**src/rtl/load_port_arbiter_pkg.sv**
```systemverilog
// ---------------------------------------------------------------------------
// load_port_arbiter_pkg
//   Shared types and helpers for the load-port arbiter.
//   - LD_UOp      : load micro-op as seen by the LSU load pipeline
//   - PW_LD_UOp   : reduced load request issued by external sources
//                   (page walker, prefetcher, ...)
//   - LD_SRC_AGU  : source code reported for AGU-originated slot contents
//   - SRC_W       : source-field width for the default external count
//   - convertExtLd: expands an external request into a full LD_UOp
// ---------------------------------------------------------------------------
package load_port_arbiter_pkg;

  localparam int NUM_AGUS    = 2;
  localparam int DEF_NUM_EXT = 2;
  localparam int LD_SRC_AGU  = 0;
  localparam int SRC_W       = $clog2(DEF_NUM_EXT + 1);

  // Tag value meaning "no destination register"
  localparam logic [6:0] TAG_ZERO = 7'h40;

  typedef struct packed {
    logic [31:0] data;
    logic        dataValid;
    logic [31:0] addr;
    logic        signExtend;
    logic [1:0]  size;
    logic [6:0]  sqN;
    logic [6:0]  tagDst;
    logic [6:0]  loadSqN;
    logic [6:0]  storeSqN;
    logic        doNotCommit;
    logic        atomic;
    logic        external;
    logic        isMMIO;
    logic        valid;
  } LD_UOp;

  typedef struct packed {
    logic [31:0] addr;
    logic        valid;
  } PW_LD_UOp;

  // External loads are always word-sized, never commit and carry no
  // destination tag; the data field is a don't-care until the load returns.
  function automatic LD_UOp convertExtLd(input PW_LD_UOp ext);
    LD_UOp uop;
    uop             = '0;
    uop.data        = 'x;
    uop.dataValid   = 1'b0;
    uop.addr        = ext.addr;
    uop.signExtend  = 1'b0;
    uop.size        = 2'd2;
    uop.sqN         = '0;
    uop.tagDst      = TAG_ZERO;
    uop.loadSqN     = '0;
    uop.storeSqN    = '0;
    uop.doNotCommit = 1'b1;
    uop.atomic      = 1'b0;
    uop.external    = 1'b1;
    uop.isMMIO      = 1'b0;
    uop.valid       = 1'b1;
    return uop;
  endfunction

endpackage

```
**src/rtl/load_port_arb_slot.sv**
```systemverilog
// ---------------------------------------------------------------------------
// load_port_arb_slot
//   One load port: picks between the AGU and NUM_EXT external sources,
//   keeps an AGU starvation age counter and a round-robin pointer, and
//   holds the winner in a single registered output slot.
// Ports
//   clk, rst      clock, async active-high reset
//   flush         kills the incoming AGU request and an AGU op in the slot
//   aguLd         AGU request;           aguLdStall  : AGU must hold
//   extLd[k]      external requests;     extLdStall  : ext k must hold
//   ldUOpStall    pipeline back-pressure on the slot
//   ldUOp, ldSrc  slot contents and their source (0=AGU, k+1=ext k)
// ---------------------------------------------------------------------------
module load_port_arb_slot
  import load_port_arbiter_pkg::*;
#(
  parameter int NUM_EXT    = 2,
  parameter int RR_EXT     = 1,
  parameter int STARVE_LIM = 7,
  localparam int SRC_BITS  = $clog2(NUM_EXT + 1),
  localparam int PTR_W     = (NUM_EXT > 1) ? $clog2(NUM_EXT) : 1
) (
  input  logic                clk,
  input  logic                rst,
  input  logic                flush,
  input  LD_UOp               aguLd,
  output logic                aguLdStall,
  input  PW_LD_UOp            extLd [NUM_EXT],
  output logic [NUM_EXT-1:0]  extLdStall,
  input  logic                ldUOpStall,
  output LD_UOp               ldUOp,
  output logic [SRC_BITS-1:0] ldSrc
);

  logic             ldEn;
  logic             aguOk;
  logic             extAny;
  logic [PTR_W-1:0] extPick;
  logic             aguWin;
  logic             extGrant;
  logic [PTR_W-1:0] rrPtr;
  logic [3:0]       age;

  // The slot can take a new op when it is empty or being drained this cycle.
  // A flushed AGU request is treated as absent.
  assign ldEn  = !ldUOp.valid || !ldUOpStall;
  assign aguOk = aguLd.valid && !flush;

  // Candidate external source: first valid one scanning from the round-robin
  // pointer, or from index 0 when fixed priority is configured.
  always_comb begin
    int idx;
    extAny  = 1'b0;
    extPick = '0;
    idx     = 0;
    for (int i = 0; i < NUM_EXT; i++) begin
      idx = (RR_EXT != 0) ? ((int'(rrPtr) + i) % NUM_EXT) : i;
      if (!extAny && extLd[PTR_W'(idx)].valid) begin
        extAny  = 1'b1;
        extPick = PTR_W'(idx);
      end
    end
  end

  // Winner selection: a starved AGU overrides the external sources, otherwise
  // external traffic has priority and the AGU gets the leftover cycles.
  // Everything valid that did not win is told to hold; a flushed AGU request
  // is dropped rather than stalled.
  always_comb begin
    aguWin     = 1'b0;
    extGrant   = 1'b0;
    extLdStall = '0;
    if (ldEn) begin
      if (age == 4'(STARVE_LIM) && aguOk) begin
        aguWin = 1'b1;
      end else if (extAny) begin
        extGrant = 1'b1;
      end else if (aguOk) begin
        aguWin = 1'b1;
      end
    end
    aguLdStall = aguOk && !aguWin;
    for (int k = 0; k < NUM_EXT; k++) begin
      extLdStall[k] = extLd[k].valid && !(extGrant && extPick == PTR_W'(k));
    end
  end

  // Age counts how often a waiting AGU op lost to external traffic. Losing
  // because the pipeline is stalled does not count, since nobody won then.
  always_ff @(posedge clk or posedge rst) begin
    if (rst) begin
      age <= '0;
    end else if (flush || aguWin) begin
      age <= '0;
    end else if (extGrant && aguLd.valid && age < 4'(STARVE_LIM)) begin
      age <= age + 4'd1;
    end
  end

  // Round-robin pointer moves just past the external source that was granted.
  always_ff @(posedge clk or posedge rst) begin
    if (rst) begin
      rrPtr <= '0;
    end else if (extGrant) begin
      rrPtr <= (extPick == PTR_W'(NUM_EXT - 1)) ? '0 : extPick + PTR_W'(1);
    end
  end

  // Output slot: load the winner when enabled, otherwise hold. A flush only
  // removes AGU ops; external ops are not speculative and must survive.
  always_ff @(posedge clk or posedge rst) begin
    if (rst) begin
      ldUOp <= '0;
      ldSrc <= '0;
    end else if (ldEn) begin
      if (aguWin) begin
        ldUOp <= aguLd;
        ldSrc <= SRC_BITS'(LD_SRC_AGU);
      end else if (extGrant) begin
        ldUOp <= convertExtLd(extLd[extPick]);
        ldSrc <= SRC_BITS'(extPick) + SRC_BITS'(1);
      end else begin
        ldUOp.valid <= 1'b0;
        ldSrc       <= '0;
      end
    end else if (flush && ldSrc == SRC_BITS'(LD_SRC_AGU)) begin
      ldUOp.valid <= 1'b0;
    end
  end

endmodule

```
**src/rtl/load_port_arbiter.sv**
```systemverilog
// ---------------------------------------------------------------------------
// load_port_arbiter
//   Per-load-port arbiter feeding the LSU load pipeline from the AGU and
//   NUM_EXT external load sources. Each port is an independent
//   load_port_arb_slot; there is no state shared between ports.
// Ports
//   clk, rst         clock, async active-high reset
//   IN_flush         kill buffered/incoming AGU ops on every port
//   IN_aguLd[p]      AGU load request;        OUT_aguLdStall[p]  : hold it
//   IN_extLd[p][k]   external load request;   OUT_extLdStall[p][k]: hold it
//   IN_ldUOpStall[p] pipeline cannot take OUT_ldUOp[p]
//   OUT_ldUOp[p]     registered load op
//   OUT_ldSrc[p]     0 = AGU, k+1 = external source k
// ---------------------------------------------------------------------------
module load_port_arbiter
  import load_port_arbiter_pkg::*;
#(
  parameter int NUM_PORTS  = NUM_AGUS,
  parameter int NUM_EXT    = 2,
  parameter int RR_EXT     = 1,
  parameter int STARVE_LIM = 7,
  localparam int SRC_BITS  = $clog2(NUM_EXT + 1)
) (
  input  logic                 clk,
  input  logic                 rst,
  input  logic                 IN_flush,
  input  LD_UOp                IN_aguLd       [NUM_PORTS],
  output logic [NUM_PORTS-1:0] OUT_aguLdStall,
  input  PW_LD_UOp             IN_extLd       [NUM_PORTS][NUM_EXT],
  output logic [NUM_EXT-1:0]   OUT_extLdStall [NUM_PORTS],
  input  logic [NUM_PORTS-1:0] IN_ldUOpStall,
  output LD_UOp                OUT_ldUOp      [NUM_PORTS],
  output logic [SRC_BITS-1:0]  OUT_ldSrc      [NUM_PORTS]
);

  for (genvar p = 0; p < NUM_PORTS; p++) begin : gPort
    load_port_arb_slot #(
      .NUM_EXT    (NUM_EXT),
      .RR_EXT     (RR_EXT),
      .STARVE_LIM (STARVE_LIM)
    ) slot (
      .clk        (clk),
      .rst        (rst),
      .flush      (IN_flush),
      .aguLd      (IN_aguLd[p]),
      .aguLdStall (OUT_aguLdStall[p]),
      .extLd      (IN_extLd[p]),
      .extLdStall (OUT_extLdStall[p]),
      .ldUOpStall (IN_ldUOpStall[p]),
      .ldUOp      (OUT_ldUOp[p]),
      .ldSrc      (OUT_ldSrc[p])
    );
  end

endmodule

```
**config.mk**
```make
export PLATFORM = sky130hd
export DESIGN_NAME = load_port_arbiter
export DESIGN_NICKNAME = d
export VERILOG_FILES = /design/src/rtl/load_port_arbiter_pkg.sv /design/src/rtl/load_port_arb_slot.sv /design/src/rtl/load_port_arbiter.sv
export SDC_FILE = /design/constraint.sdc
export NUM_CORES = 1
export LEC_CHECK = 0
export ABC_CLOCK_PERIOD_IN_PS = 14900
export BUFFER_PORTS_ARGS = -buffer_cell sky130_fd_sc_hd__buf_2
export CAP_MARGIN = 25
export CORE_AREA = 2 2 213 215
export CTS_CLUSTER_SIZE = 40
export DETAILED_ROUTE_END_ITERATION = 10
export DIE_AREA = 0 0 215 217
export SETUP_SLACK_MARGIN = 0.2
export SKIP_CTS_REPAIR_TIMING = 1
export SLEW_MARGIN = 5
export SYNTH_ARGS = -nofsm -noshare
export SYNTH_HDL_FRONTEND = slang
export SYNTH_SLANG_ARGS = --single-unit
```
**constraint.sdc**
```tcl
create_clock -name clk -period 14.9 [get_ports clk]
set_clock_uncertainty 0.15 [all_clocks]
set_input_delay 0.745 -clock clk [delete_from_list [all_inputs] [get_ports clk]]
set_output_delay 0.745 -clock clk [all_outputs]
set_load 0.1 [all_outputs]
```
Yosys cells after proc, flatten, opt, wreduce, memory -nomap -nowiden
Index checks and enable logic that the tools add are counted.

word-level totals
  bits in registers = 216
  word-level logic and storage cells = 165

cells by class
  reduce and logical (&&, ||, !) cells = 49
  equal/unequal tests = 2
  magnitude comparators = 8
  add/sub/neg operators = 8
  bitwise operators = 8
  mux-type cells = 56

operators by type and width
  cell                   count
  $mux W101              2
  $mux W33               6
  $mux W68               2
  $mux W1                38
  $logic_and A1 B1 Y1    22
  $mux W4                4
  $logic_not A1 Y1       13
  $reduce_bool A2 Y1     6
  $add A4 B1 Y4 const B  2
  $eq A4 B3 Y1 const B   2
  $ge A1 B2 Y1 const B   4
  $lt A4 B3 Y1 const B   2
  $mux W2                4
  $not A1 Y1             6
  $add A1 B1 Y1 const B  4
  $add A1 B1 Y2 const B  2
  $ge A2 B2 Y1 const B   2
  $logic_not A2 Y1       2
  $logic_or A1 B1 Y1     4
  $not A1 Y2             2
  $reduce_and A2 Y1      2

Longest topological paths before layout
Gate-level depths: netlist of run 1.

  depth after elaboration = 15
  mapped depth = 7
  gate-level depth less buffers = 5

By module
From an unflattened synthesis of run 1, not the netlist that was laid out.

unflattened totals
  cells, all modules = 684
  area, all modules = 9181.3 sq um

by module, submodules not included
  module              cells an instance  sequential area each (sq um)  times used  area each (sq um)
  load_port_arb_slot  342                2702.6                        2           4590.7

Least setup slack after synthesis of run 1
No wires, ideal clock.

  path type = register to output
  start = register gPort[1].slot.ldUOp[0] (netlist name)
  end = output OUT_extLdStall[0] (netlist name)
  required time = 14.005 ns
  data arrival time = 2.707 ns
  buffers on the path = 0
  slack = 11.298 ns
  cell stages (with the launch flop) = 5
  cells stage by stage = dfrtp_1 -> a21boi_1 -> o31ai_1 -> nor2_1 -> nor2_1

RTL lines
  element                 line                       source
  from (decl)             load_port_arb_slot.sv:31   output LD_UOp ldUOp,
  from (signal assigned)  load_port_arb_slot.sv:117  ldUOp <= aguLd;
  from (signal assigned)  load_port_arb_slot.sv:120  ldUOp <= convertExtLd(extLd[extPick]);
  to (decl)               load_port_arbiter.sv:30    output logic [NUM_EXT-1:0] OUT_extLdStall [NUM_PORTS],

Worst setup path in the final report of run 1
  start = input IN_flush
  end = output OUT_aguLdStall[0]

between the ends
  cells in the longest elaborated chain, start to end = 8
  elaborated cells on any way between the ends = 9

RTL lines
  element                  line                      source
  from (decl)              load_port_arbiter.sv:26   input logic IN_flush,
  $logic_not A1 Y1 (*)     load_port_arb_slot.sv:47  assign aguOk = aguLd.valid && !flush;
  $logic_and A1 B1 Y1 (*)  load_port_arb_slot.sv:47
  $mux W1                  load_port_arb_slot.sv:78  end else if (aguOk) begin
  $mux W1                  load_port_arb_slot.sv:76  end else if (extAny) begin
  $mux W1                  load_port_arb_slot.sv:74  if (age == 4'(STARVE_LIM) && aguOk) begin
  $mux W1                  load_port_arb_slot.sv:73  if (ldEn) begin
  $logic_not A1 Y1         load_port_arb_slot.sv:82  aguLdStall = aguOk && !aguWin;
  $logic_and A1 B1 Y1 (*)  load_port_arb_slot.sv:82
  to (decl)                load_port_arbiter.sv:28   output logic [NUM_PORTS-1:0] OUT_aguLdStall,

Every way passes the cells marked *; elsewhere a longest branch is shown, timed or not.

==> run summary, run 1 <==
Final worst slack -> 11.34 ns
Kind of critical path -> in2out
Cells after Synth -> 686
Minimum clock period -> 3.56 ns
Nets@finish -> 1547
Max H-tree Level -> 1
Hpwl dp -> 21.7 mm
Largest net degree at the start of global routing -> 96
Fmax achieved -> 281 MHz
GRT overflow -> 0
Leak Pwr -> 7.03 nW
FP Rows -> 78
Final Cell Area -> 13300 sq um
Register bit total from synthesis -> 216
Pins Over Slew Limit -> 0
Die height -> 217 um
Layout fillers -> 4593
Max layer used -> met5
Via count -> 8008
Part of the cycle the worst path needs -> 23.9%
Antenna viol nets, final -> 0
Unrepaired setup endpoints after global routing -> false
Max-cap violations -> 0
Detailed Route Iter0 Violations -> 464
CTS Root Cell -> clkbuf_16
Arr. time, crit path -> 2.67 ns
Initial Util -> 20.6%
Required @ worst endpoint -> 14.01 ns
Vias in the first global route -> 7966
Register area -> 5410 sq um
Multi-input logic area -> 3400 sq um
Tot GR Track Use -> 12.0%
Status -> finished clean
Final setup viols -> 0
CTS Buffer Depth -> 3
Prevailing post-synth register cell -> dfrtp_1
GP Congestion -> 0.798
CTS tree -> done
Syn Area/Cell -> 13.4 sq um
Num Clock Sinks -> 216
Reg clk slew, reported paths -> 0.06 ns
Post-Syn Area -> 9190 sq um
Layout cells sized above 1 -> 55.8%
Ys Warns -> 0
Post-synth EDFFs -> 0
Worst slew pin tran -> 0.978 ns
Util after Layout -> 29.8%
Peak VDD IR -> 0.0779 mV
Post-Route M1 WL -> 11.8 mm
Routed WL -> 29.6 mm
Dominant cell type by area after synthesis -> dfrtp_1
Core Region -> 44700 sq um
Area delta synth->final -> 44.7%
Synth unique cells -> 32
DP Worst Slack -> 11.24 ns
Initial antenna violation count -> 3
Most common cell after layout, fill and taps aside -> buf_2
Relative slew slack -> 34.6%
Hold violation total from the final report -> 0
Synth top area share -> 58.8%
Cell Pwr Density -> 174 nW/um^2
Vias per cell -> 4.39
Syn nets -> 1027
Drt wl/cell -> 16.2 um
Critical Path Start Type -> input pin
Asr flop ratio synth -> 100%
Synth top area cells -> dfrtp_1, a22o_1, o221a_2, mux2i_1, nand3_1
Pre-antenna DRT Iters -> 4
Most frequent cells in the layout -> buf_2, dfrtp_1, a22o_1
Detailed-route DRC error count -> 0
Register area share after synthesis -> 58.8%
Die Wd -> 215 um
Power, Total -> 0.00232 W
Clock latency on the worst-skew pair -> 0.54 ns
Critical Path End Type -> primary output
First-pass GRT wire length -> 45.1 mm
IO Count -> 551
CP Max Fanout -> 69
Met2 WL -> 14.5 mm
Die area -> 46700 sq um
WL met3 -> 2.50 mm
Hold WC Path Type -> in2async
Placed Instance Area -> 12400 sq um
Port Buf Inserts -> 550
TritonCTS buffer count -> 25
Final TNS setup -> 0 ns
routing by layer:
metal,up-vias,track usage [%]
li1,3715,-
met1,3897,14.8
met2,345,20.4
met3,47,3.45
met4,4,3.59
met5,-,0
kinds of logic after synthesis:
logic type	count (synthesis)	share of synthesized area, %
adders and majority gates	2	0.272
AOI/OAI and AO/OA	220	22.6
xor gates and xnor gates	4	0.381
and+or+nand+nor	106	6.04
buffers and inverters	72	4.78
muxes	66	7.19
DFF	216	58.8
stage by stage:
step,instances,hold slack (ns)
2_1_floorplan,686,0.337
3_3_place_gp,1778,0.332
3_5_place_dp,1778,0.336
4_1_cts,1822,0.169
5_1_grt,1823,0.190
6_report,1824,0.158
Yosys cell counts (3+ instances only):
library cell / n
a22o_1: 128
nor2_1: 8
buf_2: 39
buf_6: 11
a21oi_1: 3
o221a_2: 64
inv_1: 3
nor3_1: 8
buf_4: 10
nand3_1: 68
dfrtp_1: 216
xnor2_1: 4
o22a_1: 8
mux2i_1: 66
nand2_1: 10
clkbuf_1: 9
power breakdown:
group | total [W] | internal (W) | leakage, nW | switching, W
Combinational | 0.000968 | 0.000202 | 3.87 | 0.000766
Sequential | 0.000715 | 0.000667 | 2.74 | 0.0000479
Clock | 0.000637 | 0.000386 | 0.417 | 0.000251
Total | 0.00232 | 0.00125 | 7.03 | 0.00106
cell type report:
type	count	area share (%)
Tap cell	600	5.64
Inverter	3	0.141
Sequential cell	216	40.6
Clock buffer	34	5.33
Timing Repair Buffer	562	21.5
Antenna cell	1	0.0188
Multi-Input combinational cell	398	25.6
Clock inverter	10	1.09
worst max-delay path, stage by stage:
cell      delay (ns)
buf_2           0.21
nand2b_4        0.21
a21oi_1         0.26
o21a_2          0.19
buf_4           0.55
nor2_1          0.13
buf_2           0.34
flip-flops by register name, summed over array words and instances (netlist names):
| register | flops |
|---|---|
| gPort.slot.ldUOp | 202 |
| gPort.slot.age | 8 |
| gPort.slot.rrPtr | 2 |
| gPort.slot.ldSrc | 4 |
path summary, 6_finish.rpt:
check                           cells after the start  slack [ns]                      end                    start
worst max-delay path                                7       11.34        OUT_aguLdStall[0]                 IN_flush
worst min register to register                      1        0.35  gPort[0].slot.ldUOp[33]  gPort[0].slot.ldUOp[33]
worst min-delay path                                2        0.16  gPort[0].slot.ldUOp[91]                      rst
min in group clk                                    2        0.26  gPort[0].slot.ldUOp[12]            IN_aguLd[113]
worst max register to register                      6       12.61  gPort[0].slot.ldUOp[52]     gPort[0].slot.age[0]
max in group asynchronous                           3       13.23  gPort[0].slot.ldUOp[22]                      rst
No activity file was read; power rests on OpenSTA's default activity.
==> run 2, diff against run 1 <==
Settings changed: ABC_CLOCK_PERIOD_IN_PS 14900 to 3490.
Clock period 14.9 ns to 3.49 ns, I/O delays scaled along.
==> run 2 against run 1 <==
Compared with the run above:
- clock-buffer cell count shrank 1
- wire length rose by 18%
- largest cell class is now non-clock buffers
- register-to-register slack worse by 12 ns
- power rose to 4.5 times the previous value
- core utilization rose by 6.2 points
==> run summary, run 2 (same netlist as run 1, synthesis figures left out) <==
Routed WL -> 34.9 mm (+18%)
Nets@finish -> 1825 (+18%)
CP Max Fanout -> 3 (-96%)
Drt wl/cell -> 16.6 um (+2.2%)
Vias in the first global route -> 8199 (+2.9%)
Biggest register -> gPort.slot.ldUOp
Max reg flops -> 202 (unchanged)
Initial antenna violation count -> 4 (+1)
Port Buf Inserts -> 550 (unchanged)
Initial Util -> 20.6% (unchanged)
Final worst slack -> 0.558 ns (-10.78 ns)
Detailed Route Iter0 Violations -> 582 (+25%)
Pre-antenna DRT Iters -> 5 (+1)
Max-cap violations -> 0 (unchanged)
Minimum clock period -> 2.93 ns
Antenna viol nets, final -> 0 (unchanged)
Critical Path End Type -> primary output
Critical Path Start Type -> register
DP Cell Count -> 1786 (+0.45%)
Power, Total -> 0.0105 W (+350%)
Vias per cell -> 4.43 (+0.85%)
Area delta synth->final -> 74.9%
Via count -> 9320 (+16%)
Part of the cycle the worst path needs -> 84.0%
Cell Pwr Density -> 650 nW/um^2 (+270%)
Worst Reg-to-Reg Cells -> 7 (+1)
Crit Reg-Reg Startpoint -> gPort[1].slot.age[0]
Biggest regs -> gPort.slot.ldUOp (202), gPort.slot.age (8), gPort.slot.ldSrc (4)
Final cell count without fillers -> 2105 (+15%)
Peak VDD IR -> 0.376 mV (+380%)
Leak Pwr -> 8.16 nW (+16%)
Tot GR Track Use -> 12.6% (+0.54 points)
FP Rows -> 78 (unchanged)
Die area -> 46700 sq um (unchanged)
Kind of critical path -> reg2out
Clock latency on the worst-skew pair -> 0.55 ns (about the same)
Hold violation total from the final report -> 0 (unchanged)
GRT overflow -> 0 (unchanged)
Worst hold path endpoint -> gPort[0].slot.ldSrc[1]
WHS Path Cells -> 4
Slowest-stage cell, CP -> buf_2
Detailed-route DRC error count -> 0 (unchanged)
Most frequent cells in the layout -> buf_2, dlygate4sd3_1, dfrtp_1
Die height -> 217 um (unchanged)
IO Count -> 551 (unchanged)
Unrepaired setup endpoints after global routing -> false
Die Wd -> 215 um (unchanged)
Final setup viols -> 0 (unchanged)
DP Worst Slack -> 1.09 ns (-10.15 ns)
Hold Path Origin -> IN_extLd[99]
Status -> finished clean
CP top delay family -> simple AND/OR/NAND/NOR gates
Worst Path Buf+Inv -> 1 (-2)
Worst R2R Setup Slack -> 0.63 ns (-11.98 ns)
CP cell instances -> ha_1 > and3b_1 > o21a_2 > nor2_1 > buf_2
Num Clock Sinks -> 216 (unchanged)
Fmax achieved -> 341 MHz
CTS tree -> done
Largest net degree at the start of global routing -> 89 (-7.3%)
CTS Buffer Depth -> 3 (unchanged)
CTS Root Cell -> clkbuf_16
Worst slew pin tran -> 0.815 ns (-0.163 ns)
Most common cell after layout, fill and taps aside -> buf_2
Max H-tree Level -> 1 (unchanged)
Hpwl dp -> 22.7 mm (+4.7%)
Layout cells sized above 1 -> 45.9% (-9.8 points)
First-pass GRT wire length -> 46.7 mm (+3.5%)
Final TNS setup -> 0 ns (unchanged)
Hold WC Path Type -> in2reg
TritonCTS buffer count -> 25 (unchanged)
Core Region -> 44700 sq um (unchanged)
Relative slew slack -> 45.4% (+11 points)
GP Congestion -> 0.830 (+4.0%)
Arr. time, crit path -> 2.61 ns (-0.06 ns)
Reg clk slew, reported paths -> 0.06 ns (about the same)
Pins Over Slew Limit -> 0 (unchanged)
Required @ worst endpoint -> 3.17 ns (-10.84 ns)
Reg2reg end -> gPort[1].slot.ldUOp[66]
Worst path max stage delay -> 0.54 ns (about the same)
-- run 2: how the worst max path moves through the flow --
stage / startpoint / end / slack (ns) / depth (start not counted)
floorplan: rst / gPort[0].slot.age[0] / 0.35 / 1
global placement: gPort[1].slot.age[0] / OUT_aguLdStall[1] / 1.07 / 5
detailed placement: gPort[1].slot.age[0] / OUT_aguLdStall[1] / 1.09 / 5
CTS: gPort[1].slot.age[0] / OUT_aguLdStall[1] / 0.47 / 5
global route: gPort[1].slot.age[0] / OUT_aguLdStall[1] / 0.45 / 5
finish: gPort[1].slot.age[0] / OUT_aguLdStall[1] / 0.56 / 5
-- run 2: layout make-up --
class,count,area (sq um)
diodes,3,7.51
clock buffers,33,696
clock inverters,12,155
fillers,4372,28600
inverters,3,15.0
multi-input cells,398,3400
flip-flops and latches,216,5410
well taps,600,751
repair buffers,840,5650
-- run 2: power by group --
part | total, W | switching (W) | internal [W]
Combinational | 0.00467 | 0.00340 | 0.00127
Sequential | 0.00307 | 0.000227 | 0.00285
Clock | 0.00271 | 0.00108 | 0.00163
Total | 0.0105 | 0.00471 | 0.00575
-- run 2: through the flow --
step / cell area [sq um] / hold WS, ns / utilization [%]
floorplan: 9200 / 0.151 / -
global placement: 12500 / 0.0977 / 28.0
detailed placement: 12500 / 0.103 / 28.0
CTS: 13400 / -0.506 / 29.9
global route: 16100 / 0.0317 / 36.0
finish: 16100 / 0.00813 / 36.0
-- run 2: worst reg2reg max path, stage by stage (launching register included) --
cell and delay [ns]:
dfrtp_1 0.40, ha_1 0.24, and3b_1 0.22, o211ai_4 0.17, buf_4 0.56, nand3_1 0.28, o221a_2 0.18, dlygate4sd3_1 0.54
-- run 2: layer usage --
metal	routed length [um]	vias up	global-route usage (%)
met1	13600	4563	15.4
met5	10	-	0
li1	-	4282	-
met2	17600	405	21.7
met3	2590	68	3.10
met4	1040	2	3.82
==> run 3, diff against run 2 <==
Settings changed: ABC_AREA set to 1, ABC_CLOCK_PERIOD_IN_PS 3490 to 2650, CORE_AREA 2 2 213 215 to 2 2 216 218, DIE_AREA 0 0 215 217 to 0 0 218 220.
Clock period 3.49 ns to 2.65 ns, I/O delays scaled along.
==> run 3 against run 2 <==
Compared with the run above:
- the flow now finishes with violations (hold timing)
- core utilization grew 3.7 points
- die area is 2.8% higher
- combinational power grew 45%
- wire length rose by 35%
- largest power group unchanged
- flip-flop and latch count unchanged
- cell count is 36% higher
- sequential share of layout area shrank 3.9 points
==> run summary, run 3 <==
CP Max Fanout -> 4 (+1)
Largest net degree at the start of global routing -> 97 (+9.0%)
Routed WL -> 47.1 mm (+35%)
DP Worst Slack -> 0.593 ns (-0.497 ns)
Worst slew pin tran -> 0.615 ns (-0.200 ns)
Dominant cell type by area after synthesis -> dfrtp_1
Hold Path Origin -> IN_extLd[65]
Final TNS setup -> 0 ns (unchanged)
M1 GR Usage -> 17.9% (+2.5 points)
FP Rows -> 79 (+1.3%)
Asr flop ratio synth -> 100% (unchanged)
Port Buf Inserts -> 550 (unchanged)
Layout cells sized above 1 -> 28.6% (-17 points)
Arr. time, crit path -> 2.15 ns (-0.46 ns)
TritonCTS buffer count -> 26 (+4.0%)
Num Clock Sinks -> 216 (unchanged)
Crit Reg-Reg Startpoint -> gPort[0].slot.rrPtr
Hold WC Path Type -> in2reg
Synth top area share -> 50.8% (-8.0 points)
Drt wl/cell -> 16.4 um (-0.94%)
Vias per cell -> 4.58 (+3.5%)
Final hold slack -> -0.0622 ns (-0.0704 ns)
WHS Path Cells -> 7 (+3)
Most common cell after layout, fill and taps aside -> nand2_1
Biggest regs -> gPort.slot.ldUOp (202), gPort.slot.age (8), gPort.slot.ldSrc (4)
GR Util met3 -> 3.88% (+0.78 points)
Leak Pwr -> 10.3 nW (+26%)
Reg2reg end -> gPort[0].slot.ldUOp[44]
Die Wd -> 218 um (+1.4%)
Final worst slack -> 0.213 ns (-0.346 ns)
Grt met2 use -> 28.1% (+6.3 points)
Antenna viol nets, final -> 0 (unchanged)
Pre-antenna DRT Iters -> 5 (unchanged)
Post-Syn Area -> 10600 sq um (+16%)
Syn nets -> 1747 (+70%)
Critical Path End Type -> primary output
Detailed-route DRC error count -> 0 (unchanged)
Kind of critical path -> reg2out
Die area -> 48000 sq um (+2.8%)
Nets@finish -> 2586 (+42%)
Worst R2R Setup Slack -> 0.29 ns (-0.34 ns)
Initial antenna violation count -> 3 (-1)
Register bit total from synthesis -> 216 (unchanged)
Tot GR Track Use -> 15.8% (+3.2 points)
Core Region -> 45900 sq um (+2.6%)
Via count -> 13163 (+41%)
Diode count -> 0 (-3)
Peak VDD IR -> 0.495 mV (+32%)
Max H-tree Level -> 1 (unchanged)
Worst Reg-to-Reg Cells -> 9 (+2)
Hpwl dp -> 31.3 mm (+38%)
Cell Pwr Density -> 811 nW/um^2 (+25%)
Hold violation total from the final report -> 5 (+5)
Reg clk slew, reported paths -> 0.06 ns (about the same)
Synth top cells by count -> nand2_1, nand3_1, dfrtp_1, inv_1, buf_2
Post-synth EDFFs -> 0 (unchanged)
Die height -> 220 um (+1.4%)
First-pass GRT wire length -> 59.5 mm (+27%)
Syn Area/Cell -> 7.57 sq um (-44%)
Part of the cycle the worst path needs -> 92.0%
Max reg flops -> 202 (unchanged)
Unrepaired setup endpoints after global routing -> true
Busiest grt layer -> met2
Prevailing post-synth register cell -> dfrtp_1
Final setup viols -> 0 (unchanged)
Register area share after synthesis -> 50.8% (-8.0 points)
Worst hold path endpoint -> gPort[1].slot.ldUOp[67]
Failing checks -> hold timing
Detailed Route Iter0 Violations -> 949 (+63%)
Most frequent cell after synthesis -> nand2_1
CTS tree -> done
Most frequent cells in the layout -> nand2_1, buf_2, dlygate4sd3_1
Critical Path Start Type -> register
Clock latency on the worst-skew pair -> 0.54 ns (about the same)
CTS Buffer Depth -> 3 (unchanged)
Required @ worst endpoint -> 2.37 ns (-0.80 ns)
CTS Root Cell -> clkbuf_16
GP Congestion -> 0.914 (+10%)
Area delta synth->final -> 71.1%
Ys Warns -> 0 (unchanged)
Status -> finished with violations
Minimum clock period -> 2.44 ns
Initial Util -> 23.2% (+2.6 points)
Max-cap violations -> 0 (unchanged)
Synth top area cells -> dfrtp_1, nand2_1, nand3_1, buf_2, nand3b_1
Fmax achieved -> 410 MHz
Vias in the first global route -> 10636 (+30%)
Cells after Synth -> 1406 (+100%)
GRT overflow -> 0 (unchanged)
Biggest register -> gPort.slot.ldUOp
Relative slew slack -> 59.3% (+14 points)
Synth unique cells -> 26 (-19%)
IO Count -> 551 (unchanged)
Pins Over Slew Limit -> 0 (unchanged)
run 3: cell types whose count changed in the layout (fill, tap and decap cells not counted), sizes merged, moves of 5 or more:
cell	delta
inv	+62
nor2	+5
nor3	-6
nand3b	+32
dlygate4sd3	+56
o221a	-64
a22o	-128
o22ai	+8
buf	+10
nand3	+194
mux2i	-66
o22a	-8
nand2	+684
run 3: worst max-delay path, cell delays in order (launching register included):
cell	delay (ns)
dfrtp_1	0.41
ha_1	0.23
nand2_1	0.15
nor2_1	0.08
a21oi_2	0.19
nand2_1	0.12
nand2_2	0.14
inv_1	0.05
buf_4	0.23
run 3: kinds of logic (layout without fill, tap and decap cells):
group | after synthesis | count (layout) | share of synthesized area [%]
simple gates | 1007 | 1007 | 40.5
flops | 216 | 216 | 50.8
buf+inv | 161 | 1020 | 7.30
compound gates | 18 | 18 | 1.05
fa+ha+maj | 2 | 2 | 0.235
xor+xnor | 2 | 2 | 0.165
run 3: cell type report:
cell class | instances | area [sq um]
fillers | 4439 | 27700
clock buffers | 30 | 697
clock inverters | 18 | 239
inverters | 65 | 250
well taps | 607 | 759
multi-input cells | 1029 | 4480
repair buffers | 907 | 6380
flip-flops and latches | 216 | 5410
run 3: worst max-delay path by stage:
stage / startpoint / endpoint / cells after the start
after CTS: gPort[0].slot.age[0] / OUT_aguLdStall[0] / 5
after floorplan: rst / gPort[0].slot.age[0] / 1
after detailed placement: gPort[0].slot.age[0] / OUT_aguLdStall[0] / 5
after global routing: gPort[0].slot.age[0] / OUT_extLdStall[3] / 8
final: gPort[0].slot.age[0] / OUT_extLdStall[3] / 8
after global placement: gPort[0].slot.age[0] / OUT_aguLdStall[0] / 5
run 3: metal layers:
layer / up-vias / wire length (um)
li1: 6118 / -
met1: 6167 / 17600
met2: 755 / 23200
met3: 117 / 4190
met4: 6 / 2130
met5: - / 40
run 3: per-stage QoR:
stage	hold WS [ns]	util, %	area, sq um	power [W]	std cells
after detailed placement	0.0816	30.5	14000	0.0102	2496
after CTS	-0.518	32.5	14900	0.0141	2544
after global placement	0.0702	30.5	14000	0.0102	2496
after floorplan	0.111	-	10600	0.00884	1406
final	-0.0622	39.7	18200	0.0148	2872
after global routing	0.00729	39.7	18200	0.0153	2872
run 3: power breakdown:
| part | leakage [nW] | switching, W | total [W] | internal, W |
|---|---|---|---|---|
| combinational | 7.05 | 0.00522 | 0.00679 | 0.00157 |
| clock | 0.446 | 0.00150 | 0.00388 | 0.00238 |
| sequential | 2.81 | 0.000328 | 0.00409 | 0.00376 |
| total | 10.3 | 0.00705 | 0.0148 | 0.00771 |
